`config.mk`:
```
export PLATFORM = sky130hd
export DESIGN_NAME = sram_ctrl
export DESIGN_NICKNAME = d
export VERILOG_FILES = /design/src/rtl/mem_ctrl_pkg.sv /design/src/rtl/sram_wait_counter.sv /design/src/rtl/sram_ctrl.sv
export SDC_FILE = /design/constraint.sdc
export NUM_CORES = 1
export LEC_CHECK = 0
export CAP_MARGIN = 30
export CORE_ASPECT_RATIO = 0.9
export CORE_MARGIN = 2
export CORE_UTILIZATION = 23
export DETAILED_ROUTE_END_ITERATION = 16
export PLACE_DENSITY_LB_ADDON = 0.05
export SYNTH_ARGS = -nofsm -noshare
export SYNTH_HDL_FRONTEND = slang
export SYNTH_SLANG_ARGS = --single-unit
```
`constraint.sdc`:
```
create_clock -name clk -period 3.9 [get_ports clk]
set_clock_uncertainty 0.05 [all_clocks]
set_input_delay 0.585 -clock clk [delete_from_list [all_inputs] [get_ports clk]]
set_output_delay 0.585 -clock clk [all_outputs]
set_load 0.02 [all_outputs]
```
`src/rtl/mem_ctrl_pkg.sv`:
```
// mem_ctrl_pkg
// Shared definitions for the external-SRAM memory-stage controller:
// FSM state encoding and default parameter values.
package mem_ctrl_pkg;

  typedef enum logic [1:0] {
    IDLE = 2'd0,
    LO   = 2'd1,
    HI   = 2'd2,
    DONE = 2'd3
  } sram_state_t;

  localparam int unsigned DEF_BASE_ADDR   = 1024;
  localparam int unsigned DEF_WAIT_CYCLES = 5;
  localparam int unsigned DEF_SRAM_ADDR_W = 18;

endpackage

```
`src/rtl/sram_wait_counter.sv`:
```
// sram_wait_counter
// Phase timer for one 16-bit SRAM transaction. Counts 0..WAIT_CYCLES-1
// while enabled; 'clear' has priority and returns it to 0.
// Ports:
//   clk, rst  - clock, asynchronous active-high reset
//   en        - advance the count this cycle
//   clear     - force count to 0 on the next edge
//   count     - current count
//   last      - count is at WAIT_CYCLES-1 (final cycle of the phase)
module sram_wait_counter #(
  parameter int unsigned WAIT_CYCLES = 5,
  parameter int unsigned CNT_W       = $clog2(WAIT_CYCLES)
) (
  input  logic             clk,
  input  logic             rst,
  input  logic             en,
  input  logic             clear,
  output logic [CNT_W-1:0] count,
  output logic             last
);

  always_ff @(posedge clk or posedge rst) begin
    if (rst) begin
      count <= '0;
    end else if (clear) begin
      count <= '0;
    end else if (en) begin
      count <= count + CNT_W'(1);
    end
  end

  assign last = (count == CNT_W'(WAIT_CYCLES - 1));

endmodule

```
`src/rtl/sram_ctrl.sv`:
```
// sram_ctrl
// Memory-stage controller: turns each 32-bit pipeline load/store into two
// 16-bit transactions (LO half, then HI half) on an asynchronous SRAM and
// holds 'ready' low while the pipeline must freeze.
// Optional feature macro: SRAM_WRITE_POST_EN (posted stores; the pipeline
// is not stalled by a store, which drains in the background).
// Ports:
//   clk, rst            - clock, asynchronous active-high reset
//   MEM_R_EN, MEM_W_EN  - load / store request (load wins if both)
//   ALU_Res             - byte address
//   Val_RM              - store data
//   memory_out          - load data, held until the next load completes
//   ready               - low freezes the pipeline (combinational)
//   SRAM_ADDR           - half-word address
//   SRAM_DQ_OUT         - write data
//   SRAM_DQ_OE          - data-bus drive enable
//   SRAM_DQ_IN          - read data
//   SRAM_WE_N           - active-low write strobe
//
// state | meaning
// IDLE  | waiting for a request; latches address/data/direction on req
// LO    | transaction on half-word {word,0}, data bits [15:0]
// HI    | transaction on half-word {word,1}, data bits [31:16]
// DONE  | access complete, ready high for one cycle
module sram_ctrl
  import mem_ctrl_pkg::*;
#(
  parameter int unsigned BASE_ADDR   = DEF_BASE_ADDR,
  parameter int unsigned WAIT_CYCLES = DEF_WAIT_CYCLES,
  parameter int unsigned SRAM_ADDR_W = DEF_SRAM_ADDR_W
) (
  input  logic                   clk,
  input  logic                   rst,
  input  logic                   MEM_R_EN,
  input  logic                   MEM_W_EN,
  input  logic [31:0]            ALU_Res,
  input  logic [31:0]            Val_RM,
  output logic [31:0]            memory_out,
  output logic                   ready,
  output logic [SRAM_ADDR_W-1:0] SRAM_ADDR,
  output logic [15:0]            SRAM_DQ_OUT,
  output logic                   SRAM_DQ_OE,
  input  logic [15:0]            SRAM_DQ_IN,
  output logic                   SRAM_WE_N
);

  localparam int unsigned CNT_W  = $clog2(WAIT_CYCLES);
  localparam int unsigned WORD_W = SRAM_ADDR_W - 1;

  sram_state_t       state_q, state_d;
  logic              req, is_wr, start;
  logic              in_phase, near_last, post_drain;
  logic [31:0]       off;
  logic [WORD_W-1:0] req_word, word_q;
  logic [31:0]       wdata_q;
  logic              wr_q;
  logic [15:0]       rd_lo_q;
  logic [CNT_W-1:0]  cnt;
  logic              cnt_last;
  logic              unused_off;

  assign req   = MEM_R_EN | MEM_W_EN;
  assign is_wr = MEM_W_EN & ~MEM_R_EN;

  assign off      = ALU_Res - 32'(BASE_ADDR);
  assign req_word = off[SRAM_ADDR_W:2];
  // Byte-lane bits and address bits beyond the SRAM range are dropped on
  // purpose: no alignment fault, addresses wrap within the SRAM.
  assign unused_off = ^{off[31:SRAM_ADDR_W+1], off[1:0]};

  assign in_phase = (state_q == LO) || (state_q == HI);

  sram_wait_counter #(
    .WAIT_CYCLES (WAIT_CYCLES),
    .CNT_W       (CNT_W)
  ) u_wait (
    .clk   (clk),
    .rst   (rst),
    .en    (in_phase),
    .clear (~in_phase | cnt_last),
    .count (cnt),
    .last  (cnt_last)
  );

  // Next cycle is the last of the current phase: WE_N must rise there so
  // the data is held past the end of the write strobe.
  assign near_last = in_phase & ~cnt_last & (cnt == CNT_W'(WAIT_CYCLES - 2));

`ifdef SRAM_WRITE_POST_EN
  // A posted store returns straight to IDLE after HI; nobody waits on it.
  assign post_drain = wr_q;
`else
  assign post_drain = 1'b0;
`endif

  always_ff @(posedge clk or posedge rst) begin
    if (rst) begin
      state_q <= IDLE;
    end else begin
      state_q <= state_d;
    end
  end

  always_comb begin
    state_d = state_q;
    start   = 1'b0;
    ready   = 1'b0;
    case (state_q)
      IDLE: begin
`ifdef SRAM_WRITE_POST_EN
        ready = ~req | is_wr;
`else
        ready = ~req;
`endif
        if (req) begin
          state_d = LO;
          start   = 1'b1;
        end
      end
      LO: begin
`ifdef SRAM_WRITE_POST_EN
        // While a posted store drains, only a new request has to wait.
        ready = wr_q & ~req;
`endif
        if (cnt_last) state_d = HI;
      end
      HI: begin
`ifdef SRAM_WRITE_POST_EN
        ready = wr_q & ~req;
`endif
        if (cnt_last) state_d = post_drain ? IDLE : DONE;
      end
      DONE: begin
        ready   = 1'b1;
        state_d = IDLE;
      end
      default: state_d = IDLE;
    endcase
  end

  // Request latches and registered SRAM bus. Bus values are loaded on the
  // edge that enters a phase so they are stable for the whole phase.
  always_ff @(posedge clk or posedge rst) begin
    if (rst) begin
      word_q      <= '0;
      wdata_q     <= '0;
      wr_q        <= 1'b0;
      rd_lo_q     <= '0;
      memory_out  <= '0;
      SRAM_ADDR   <= '0;
      SRAM_DQ_OUT <= '0;
      SRAM_DQ_OE  <= 1'b0;
      SRAM_WE_N   <= 1'b1;
    end else begin
      if (start) begin
        word_q      <= req_word;
        wdata_q     <= Val_RM;
        wr_q        <= is_wr;
        SRAM_ADDR   <= {req_word, 1'b0};
        SRAM_DQ_OUT <= Val_RM[15:0];
        SRAM_DQ_OE  <= is_wr;
        SRAM_WE_N   <= ~is_wr;
      end else if ((state_q == LO) && cnt_last) begin
        rd_lo_q     <= SRAM_DQ_IN;
        SRAM_ADDR   <= {word_q, 1'b1};
        SRAM_DQ_OUT <= wdata_q[31:16];
        SRAM_WE_N   <= ~wr_q;
      end else if ((state_q == HI) && cnt_last) begin
        SRAM_DQ_OE <= 1'b0;
        SRAM_WE_N  <= 1'b1;
        if (!wr_q) begin
          memory_out <= {SRAM_DQ_IN, rd_lo_q};
        end
      end else if (near_last) begin
        SRAM_WE_N <= 1'b1;
      end
    end
  end

endmodule
```
# After elaboration in Yosys (flattened, before gate mapping)
# Index checks and enable logic that the tools add are counted.
op_classes:
  n_addsub: 2
  n_mul: 0
  n_div: 0
  n_lt_le_gt_ge: 0
  n_eq_ne: 9
  shift: 0
  n_mux: 20
  bitwise: 13
  reduce_logical: 12
op_table:
  columns: ["cell", "n"]
  rows:
  - ["two-way mux 18 bit", 2]
  - ["two-way mux 16 bit", 2]
  - ["subtractor 19 x 11 -> 19 bit, second input constant", 1]
  - ["two-way mux 1 bit", 9]
  - ["inequality test 2 bit, second input constant", 4]
  - ["inverter 1 bit", 8]
  - ["case mux 2 bit (4 select lines)", 1]
  - ["two-way mux 2 bit", 3]
  - ["two-way mux 3 bit", 2]
  - ["nonzero test 2 bit", 3]
  - ["equality test 2 bit, second input constant", 2]
  - ["AND reduction 2 bit", 2]
  - ["AND reduction 4 bit", 1]
  - ["nonzero test 4 bit", 1]
  - ["adder 3 x 1 -> 3 bit, second input constant", 1]
  - ["bitwise AND 1 bit", 3]
  - ["equality test 3 x 2 -> 1 bit, second input constant", 1]
  - ["equality test 3 bit, second input constant", 1]
  - ["AND reduction 3 bit", 1]
  - ["equality test 2 x 1 -> 1 bit, second input constant", 1]
  - ["logical AND 1 bit", 2]
  - ["logical NOT 2 bit", 1]
  - ["OR 1 bit", 2]
  - ["case mux 1 bit (2 select lines)", 1]
  - ["logical OR 1 bit", 1]
word_totals:
  reg_bits: 139
  latchBits: 0
  ramBits: 0
  mem_bits_ro: 0
  in_bits: 84
  output_inout_bits: 69
  wordCells: 67
  n_memories: 0

# Depth between registers and ports, before layout
# Gate-level depths: netlist of run 1.
depth:
  ltp_word: 8
  depth_mapped: 7
  depth_no_buf: 5

# Modules after synthesis
# From an unflattened synthesis of run 1, not the netlist that was laid out.
unflattened:
  hier_cells: 470
  area_unflattened_um2: 5127.4
by_module_without_submodules:
  columns: ["module", "instances", "cells_each", "area_per_inst_um2", "seq_area_each_um2"]
  rows:
  - ["sram_ctrl", 1, 454, 4961.0, 3004.1]
  - ["sram_wait_counter", 1, 16, 166.4, 75.1]

# Worst setup path before layout of run 1
# No wires, ideal clock.
synth_timing:
  kind: "register to register"
  from: "register state_q[1]"
  to: "register memory_out[30]"
  setup_ns: 0.125
  arrival_ns: 1.637
  required_time_ns: 3.725
  slack_ns: 2.088
  stages_incl_launch_ff: 7
  path_buffers: 1
  period_less_slack_ns: 1.812
  path_cell_list: "dfrtp_1 inv_1 ha_1 nand4b_1 nor3_4 buf_6 mux2_2"
synth_between:
  elab_chain_len: 4
  word_cells_on_any_way: 9
  classes_between: "eq/ne: 2; mux: 1; bitwise: 2; reduce/logical: 4"
synth_rtl:
  columns: ["element", "line_no", "source"]
  rows:
  - ["from (decl)", "sram_ctrl.sv:50", "sram_state_t state_q, state_d;"]
  - ["from (signal assigned)", "sram_ctrl.sv:100", "state_q <= state_d;"]
  - ["equality test 2 x 1 -> 1 bit / logical NOT 2 bit (equally long branches)", "sram_ctrl.sv:163, sram_ctrl.sv:108", null]
  - ["logical AND 1 bit / two-way mux 1 bit (equally long branches)", "sram_ctrl.sv:163, sram_ctrl.sv:108", null]
  - ["inverter 1 bit (no line)", null, null]
  - ["AND reduction 4 bit (no line) *", null, null]
  - ["to (signal assigned)", "sram_ctrl.sv:172", "memory_out <= {SRAM_DQ_IN, rd_lo_q};"]
  - ["to (decl)", "sram_ctrl.sv:38", "output logic [31:0] memory_out,"]
# Every way passes the cells marked *; elsewhere a longest branch is shown, timed or not.
# A chain may end at the register's enable or synchronous reset.

# Worst setup path after layout of run 1
layout_timing:
  from: "register state_q[0]"
  to: "output ready"
layout_between:
  elab_chain_len: 2
  word_cells_on_any_way: 3
  classes_between: "eq/ne: 1; mux: 1; reduce/logical: 1"
layout_rtl:
  columns: ["element", "line_no", "source"]
  rows:
  - ["equality test 2 bit / logical NOT 2 bit (equally long branches)", "sram_ctrl.sv:108", "case (state_q)"]
  - ["case mux 1 bit (2 select lines) *", "sram_ctrl.sv:108", null]
  - ["to (decl)", "sram_ctrl.sv:39", "output logic ready,"]
# Marked as above.

==> impl_metrics.json, run 1 <==
{
  "status": "complete, no violations",
  "diodes": 0,
  "reg2reg_depth": 6,
  "die_y_um": 146,
  "cts_sinks": 123,
  "worst_pin_slew_ns": 0.856,
  "critPathKind": "reg -> out",
  "path_cells": "inv_1 -> ha_1 -> a21oi_1 -> nor2_1 -> clkdlybuf4s50_1",
  "hold_ws_ns": 0.415,
  "core_um2": 21800,
  "dp_hpwl_um": 9010,
  "globalplace.congestion": 0.701,
  "ctsHoldBuffers": 0,
  "dr.pass1.iters": 4,
  "antenna_found_initial": 1,
  "synth_top_family_by_area": "multiplexers",
  "die_area_um2": 23500,
  "rsz0062_at_grt": "no",
  "whs_path_depth": 1,
  "fillCellCount": 2185,
  "ant_nets": 0,
  "max-vdd-ir-drop_v": 0.000279,
  "fin_crit_sh_pct": 72.1,
  "hold_viol": 0,
  "final_common_cell": "clkdlybuf4s50_1",
  "io_buffers": 137,
  "netlist-cell-type-count": 39,
  "layout.nets": 687,
  "track_usage_pct": 11.6,
  "routed_wirelength_um": 13300,
  "tritoncts": "done",
  "drive_gt1_share_pct": 15.6,
  "setup_viol": 0,
  "synth_nets": 544,
  "timing.setup.tns_ns": 0,
  "clk_pin_slew_ns": 0.06,
  "ctsResizeCount": 0,
  "drc": 0,
  "slowest_stage": "clkdlybuf4s50_1",
  "maxSlewViolCount": 0,
  "grt_max_degree": 57,
  "ctsLongestPathBuffers": 2,
  "yosysWarnings": 0,
  "mostFrequentLayoutCells": "clkdlybuf4s50_1 (137), dfrtp_1 (122), nand2_1 (115)",
  "power.leakage_uw": 0.00335,
  "syn_to_final_growth_pct": 45.8,
  "vias": 3783,
  "power.density_nw_per_um2": 805,
  "syn_inst": 452,
  "synth-compound-area-share_pct": 6.78,
  "vias_per_cell": 4.21,
  "cp.required_ns": 3.26,
  "cp_max_fo": 11,
  "drt_iter0_drc": 158,
  "clock_latency_ns": 0.41,
  "globalRouteOverflowTotal": 0,
  "numCtsBuffers": 17,
  "synthAdderAreaFrac_pct": 1.95,
  "die_x_um": 161,
  "worst_slew_margin_rel_pct": 42.7,
  "start_util_pct": 23.6,
  "slowest_delay_ns": 0.61,
  "seq_area_frac_synth_pct": 60.0,
  "synth_area_per_cell_um2": 11.3,
  "ys_seq_elements": 123,
  "io_pins": 153,
  "cts-root-buf": "clkbuf_16",
  "yosys.area_share.simple_pct": 14.0,
  "wl_per_cell_um": 14.8,
  "synth_xor_area_share_pct": 0.171,
  "grt_first_pass_wirelength_um": 21200,
  "max_freq_mhz": 356,
  "rows": 51,
  "hold_class": "reg -> reg",
  "cts_post_setup_buffers_inserted": 0,
  "synthMuxAreaShare_pct": 14.1,
  "period_minus_slack_ns": 2.81,
  "grt_pass1_vias": 3943,
  "netlist_area_um2": 5130,
  "htree_num_levels": 4,
  "arrival_ns": 2.18,
  "start_kind": "flop",
  "drv_cap": 0,
  "end_kind": "output pin"
}
[layout make-up]
type / count / area [µm²] / area share (%)
multi-input cells: 298 / 1900 / 25.5
clock buffers: 18 / 439 / 5.87
repair buffers: 146 / 1510 / 20.2
clock inverters: 14 / 145 / 1.94
flip-flops and latches: 123 / 3080 / 41.2
well taps: 291 / 364 / 4.87
inverters: 9 / 37.5 / 0.502
[kinds of logic after synthesis]
family	after synthesis
xor gates and xnor gates	1
DFF	123
muxes	66
adders and majority gates	8
and+or+nand+nor	170
buffers and inverters	31
AOI/OAI and AO/OA	53
[cell usage after synthesis]
master	n	area [µm²]
dfrtp_1	122	3050
nand2_1	115	432
mux2_2	47	529
nor2_1	32	120
a31oi_1	18	113
mux2i_1	17	170
o21ai_0	11	55.1
buf_2	9	45.0
clkbuf_1	9	33.8
inv_1	9	33.8
ha_1	8	100
a211oi_1	7	52.6
nor3_1	7	35.0
a21oi_1	6	30.0
and3_1	3	18.8
and4_1	3	26.3
buf_6	3	33.8
a311oi_1	2	17.5
mux2_1	2	22.5
nor2b_1	2	12.5
nor4_1	2	12.5
a221oi_1	1	8.76
a22o_1	1	8.76
a22oi_1	1	7.51
a2bb2oi_1	1	8.76
and2_1	1	6.26
buf_4	1	7.51
dfstp_2	1	26.3
nand3_2	1	10.0
nand4b_1	1	8.76
nor2_4	1	11.3
nor3_4	1	16.3
nor3b_1	1	7.51
o211a_1	1	10.0
o21a_2	1	8.76
o21ai_2	1	8.76
o31a_1	1	8.76
o32a_1	1	10.0
xnor2_1	1	8.76
[worst max-delay path: cells and delay by family, from the launching register on]
kind,cells,cell delay (ns)
buf+inv,2,0.70
fa+ha+maj,1,0.42
flops,1,0.41
compound gates,1,0.12
simple gates,1,0.11
[final timing paths]
path,start,end,slack (ns)
max,state_q[0],ready,1.09
min,u_wait.count[0],u_wait.count[0],0.41
max reg2reg,state_q[0],SRAM_ADDR[14],1.59
min reg2reg,u_wait.count[0],u_wait.count[0],0.41
max in group asynchronous,rst,word_q[7],2.63
min in group asynchronous,rst,memory_out[31],0.45
[registers in the layout, indices dropped and copies added, names as in the netlist]
register and flops:
memory_out 32, SRAM_ADDR 18, word_q 17, SRAM_DQ_OUT 16
rd_lo_q 16, wdata_q 16, u_wait.count 3, state_q 2
SRAM_DQ_OE 1, SRAM_WE_N 1, wr_q 1
[metal layers]
| metal | global-route usage, % | part of all wire (%) | up-vias |
|---|---|---|---|
| met5 | 0 | 0.090 | - |
| met4 | 4.64 | 1.7 | 2 |
| met3 | 5.24 | 8.6 | 17 |
| met2 | 17.9 | 45 | 106 |
| met1 | 14.2 | 45 | 1824 |
| li1 | - | - | 1834 |
[where the power goes]
group	switching (µW)	internal, µW	leakage [µW]	total [µW]
registers	310	1870	0.00148	2180
clock network	594	957	0.000278	1550
logic	1170	1110	0.00160	2280
total	2070	3940	0.00335	6020
[through the flow]
| step | std cells | total power, µW | worst slack (ns) | utilization (%) | instance area (µm²) |
|---|---|---|---|---|---|
| after global placement | 865 | 4480 | 1.09 | 31.5 | 6850 |
| final | 899 | 6020 | 1.09 | 34.4 | 7480 |
| after floorplan | 452 | 3480 | 1.75 | - | 5130 |
| after CTS | 899 | 6130 | 1.06 | 34.4 | 7480 |
| after detailed placement | 867 | 4530 | 1.11 | 31.7 | 6890 |
| after global routing | 899 | 6420 | 0.970 | 34.4 | 7480 |
Power figures use the tool's default switching activity.
==> inputs of run 2 (changes only) <==
clock period = 2.7 ns   (was 3.9 ns; I/O delays follow)
==> impl_metrics.json, run 2 (synthesis gave the netlist of run 1 again) <==
{
  "status": "complete, no violations",
  "clock_latency_ns": 0.41,
  "drt_iter0_drc": 95,
  "largest_reg_flops": 32,
  "die_area_um2": 23500,
  "start_util_pct": 23.6,
  "slowest_delay_ns": 0.61,
  "hold_class": "in -> async",
  "core_um2": 21800,
  "vias_per_cell": 4.21,
  "layout.nets": 692,
  "rows": 51,
  "grt_pass1_vias": 4033,
  "fillCellCount": 2188,
  "arrival_ns": 2.03,
  "grt_first_pass_wirelength_um": 21700,
  "regMostFlops": "memory_out",
  "diodes": 0,
  "routed_wirelength_um": 13300,
  "cp.required_ns": 2.25,
  "mostFrequentLayoutCells": "clkdlybuf4s50_1 (137), dfrtp_1 (122), nand2_1 (115)",
  "critPathKind": "reg -> out",
  "timing.setup.tns_ns": 0,
  "max_freq_mhz": 403,
  "rrSetupSlack_ns": 0.61,
  "io_pins": 153,
  "worst_slew_margin_rel_pct": 47.2,
  "drc": 0,
  "setup_viol": 0,
  "r2r_start": "state_q[0]",
  "fin_crit_sh_pct": 92.0,
  "cts_sinks": 123,
  "globalplace.congestion": 0.697,
  "track_usage_pct": 11.9,
  "slowest_stage": "clkdlybuf4s50_1",
  "rsz0062_at_grt": "no",
  "cts-root-buf": "clkbuf_16",
  "dp_hpwl_um": 9220,
  "tritoncts": "done",
  "period_minus_slack_ns": 2.48,
  "top_regs": "memory_out (32), SRAM_ADDR (18), word_q (17)",
  "antenna_found_initial": 0,
  "die_y_um": 146,
  "globalRouteOverflowTotal": 0,
  "wl_per_cell_um": 14.8,
  "drive_gt1_share_pct": 16.0,
  "syn_to_final_growth_pct": 45.7,
  "path_cells": "inv_1 -> ha_2 -> a21oi_1 -> nor2_1 -> clkdlybuf4s50_1",
  "power.density_nw_per_um2": 1140,
  "die_x_um": 161,
  "power.leakage_uw": 0.00336,
  "grt_max_degree": 74,
  "fin_area_um2": 7470,
  "drv_cap": 0,
  "post_dp_cell_area_um2": 6920,
  "ant_nets": 0,
  "hold_viol": 0,
  "worst_pin_slew_ns": 0.790,
  "worstSetupStartpoint": "state_q[0]",
  "reg2reg_depth": 7,
  "r2r_end": "SRAM_ADDR[3]",
  "ctsLongestPathBuffers": 2,
  "numCtsBuffers": 17,
  "maxSlewViolCount": 0,
  "finalPower_uw": 8540,
  "clk_pin_slew_ns": 0.06,
  "final_common_cell": "clkdlybuf4s50_1",
  "max-vdd-ir-drop_v": 0.000422,
  "vias": 3799,
  "end_kind": "output pin",
  "io_buffers": 137,
  "start_kind": "flop",
  "cp_max_fo": 11,
  "htree_num_levels": 4,
  "dr.pass1.iters": 4
}
[run 2: cell count changes in the layout (fill, tap and decap cells not counted)]
cell,delta
buf_4,+5
ha_2,+1
clkinv_4,+1
bufinv_16,-1
buf_12,+1
clkbuf_1,+2
buf_16,-1
inv_6,-2
clkinvlp_4,-1
ha_1,-1
[run 2: area by class of cell]
| cell class | instances | area (µm²) | share of cell area [%] |
|---|---|---|---|
| Clock buffer | 20 | 447 | 5.98 |
| Clock inverter | 11 | 98.8 | 1.32 |
| Timing Repair Buffer | 151 | 1540 | 20.6 |
| Multi-Input combinational cell | 298 | 1910 | 25.5 |
| Tap cell | 291 | 364 | 4.87 |
| Inverter | 9 | 37.5 | 0.502 |
| Sequential cell | 123 | 3080 | 41.2 |
[run 2: per-stage QoR]
| stage | setup slack, ns | hold slack, ns | util [%] | std cells |
|---|---|---|---|---|
| after floorplan | 0.735 | 0.379 | - | 452 |
| after global placement | 0.342 | 0.395 | 31.8 | 872 |
| after detailed placement | 0.285 | 0.412 | 31.8 | 872 |
| after CTS | 0.0601 | 0.427 | 34.3 | 903 |
| after global routing | 0.0922 | 0.440 | 34.3 | 903 |
| final | 0.216 | 0.419 | 34.3 | 903 |
[run 2: worst max path at each step]
stage	to	slack, ns	depth (start not counted)
3_5_place_dp	SRAM_ADDR[3]	0.29	6
6_report	ready	0.22	5
4_1_cts	ready	0.06	5
2_1_floorplan	SRAM_ADDR[0]	0.73	1
5_1_grt	ready	0.09	5
3_3_place_gp	SRAM_ADDR[6]	0.34	7
[run 2: timing repair]
action                     in CTS  in global routing
setup endpoints to repair       0                  1
hold buffers                    0                  0
resized for setup               0                  1
buffers inserted                0                  0
[run 2: layer usage]
metal  part of all wire [%]  vias up  track usage [%]
li1                       -     1837                -
met1                     44     1863             14.2
met3                    7.9        7             5.44
met4                   0.81        0             3.57
met2                     47       92             19.1
met5                      0        -                0
[run 2: worst max-delay path, delay by kind of cell, from the launching register on]
kind	cells	cell delay, ns
and+or+nand+nor	1	0.09
buffers and inverters	2	0.71
AOI/OAI and AO/OA	1	0.10
DFF	1	0.41
adders and majority gates	1	0.32
[run 2: power breakdown]
group	switching (µW)	internal [µW]
logic	1680	1600
registers	453	2710
clock network	812	1280
==> inputs of run 3 (changes only) <==
CORE_UTILIZATION = 47   (was 23)
TNS_END_PERCENT = 100   (was default)
==> impl_metrics.json, run 3 (synthesis gave the netlist of run 1 again) <==
{
  "cp.buffers_inverters": 2,
  "routed_wirelength_um": 11300,
  "drt_iter0_drc": 138,
  "ctsResizeCount": 0,
  "fin_cells": 742,
  "globalplace.congestion": 0.764,
  "period_minus_slack_ns": 2.48,
  "layout.nets": 689,
  "diodes": 0,
  "cp_top_family": "buffers and inverters",
  "worst_slew_margin_rel_pct": 61.0,
  "top_regs": "memory_out (32), SRAM_ADDR (18), word_q (17)",
  "rows": 36,
  "start_kind": "flop",
  "ctsHoldBuffers": 0,
  "start_util_pct": 47.8,
  "hold_class": "in -> async",
  "ant_nets": 0,
  "regMostFlops": "memory_out",
  "cts_sinks": 123,
  "dr.pass1.iters": 4,
  "dp_hpwl_um": 7380,
  "max-vdd-ir-drop_v": 0.000577,
  "cts_post_setup_buffers_inserted": 0,
  "worst_pin_slew_ns": 0.579,
  "cts-root-buf": "clkbuf_16",
  "htree_num_levels": 4,
  "vias_per_cell": 5.18,
  "post_dp_cell_area_um2": 6690,
  "hold_viol": 0,
  "slowest_stage": "clkdlybuf4s50_1",
  "setup_viol": 0,
  "numCtsBuffers": 17,
  "antenna_found_initial": 0,
  "final_common_cell": "clkdlybuf4s50_1",
  "ctsLongestPathBuffers": 2,
  "dp.cells": 711,
  "mostFrequentLayoutCells": "clkdlybuf4s50_1 (137), dfrtp_1 (122), nand2_1 (115)",
  "grt_pass1_vias": 3646,
  "largest_reg_flops": 32,
  "power.leakage_uw": 0.00337,
  "critPathKind": "reg -> out",
  "vias": 3846,
  "drv_cap": 0,
  "maxSlewViolCount": 0,
  "die_y_um": 103,
  "fin_area_um2": 7320,
  "clock_latency_ns": 0.41,
  "arrival_ns": 2.03,
  "die_x_um": 114,
  "drc": 0,
  "cp_max_fo": 11,
  "drive_gt1_share_pct": 15.8,
  "clk_pin_slew_ns": 0.05,
  "status": "complete, no violations",
  "end_kind": "output pin",
  "power.density_nw_per_um2": 1210,
  "rsz0062_at_grt": "no",
  "timing.setup.tns_ns": 0,
  "tritoncts": "done",
  "io_buffers": 137,
  "slowest_delay_ns": 0.60,
  "die_area_um2": 11800,
  "core_um2": 10700,
  "cp.required_ns": 2.25,
  "hold_ws_ns": 0.231,
  "wl_per_cell_um": 15.2,
  "io_pins": 153,
  "max_freq_mhz": 403,
  "syn_to_final_growth_pct": 42.7,
  "path_cells": "inv_1 -> ha_2 -> a21oi_1 -> nor2_1 -> clkdlybuf4s50_1",
  "grt_first_pass_wirelength_um": 18000,
  "globalRouteOverflowTotal": 0,
  "track_usage_pct": 20.1,
  "fin_crit_sh_pct": 91.9,
  "grt_max_degree": 61
}
run 3: cell types whose count changed in the layout (fill, tap and decap cells not counted):
cell        delta
buf_12         -1
buf_4          -2
bufinv_16      +3
clkinv_2       -2
clkbuf_8       +1
clkinvlp_4     +1
clkinv_4       -2
clkbuf_1       -1
run 3: final timing paths:
check	from	cells past startpoint	endpoint	slack, ns
worst max register to register	state_q[0]	6	SRAM_ADDR[16]	0.59
min in group clk	wdata_q[20]	2	wdata_q[20]	0.42
worst min register to register	wdata_q[20]	2	wdata_q[20]	0.42
worst min-delay path	rst	2	SRAM_DQ_OUT[6]	0.23
worst max-delay path	state_q[0]	5	ready	0.22
max in group asynchronous	rst	3	SRAM_WE_N	1.77
run 3: worst register-to-register path, stage by stage (launching register included):
cell and delay, ns:
dfrtp_1 0.40, inv_1 0.09, ha_2 0.33, o21a_2 0.26, buf_4 0.46, and4_1 0.31
a211oi_1 0.06
run 3: power by group:
| part | switching (µW) | total (µW) | leakage, µW | internal, µW |
|---|---|---|---|---|
| clock network | 798 | 2380 | 0.000294 | 1580 |
| logic | 1680 | 3290 | 0.00160 | 1610 |
| registers | 446 | 3150 | 0.00148 | 2710 |
| total | 2930 | 8830 | 0.00337 | 5900 |
run 3: routing by layer:
metal / share of wire, % / routed length [µm] / GRT usage [%] / up-vias
met2: 47 / 5320 / 32.4 / 113
li1: - / - / - / 1833
met1: 45 / 5030 / 25.4 / 1886
met5: 0 / 0 / 0 / -
met4: 1.4 / 162 / 9.10 / 0
met3: 6.7 / 754 / 6.06 / 14
run 3: cell type report:
| type | count | area [µm²] |
|---|---|---|
| Fill cell | 843 | 3400 |
| Sequential cell | 123 | 3080 |
| Multi-Input combinational cell | 298 | 1910 |
| Timing Repair Buffer | 148 | 1500 |
| Clock buffer | 20 | 457 |
| Clock inverter | 11 | 169 |
| Tap cell | 133 | 166 |
| Inverter | 9 | 37.5 |
run 3: through the flow:
stage               setup WS (ns)  power, µW  utilization, %
floorplan                   0.735       5030               -
global placement            0.420       6350            62.4
detailed placement          0.391       6470            62.4
CTS                        0.0559       8900            68.2
global route               0.0786       9360            68.3
finish                      0.219       8830            68.3
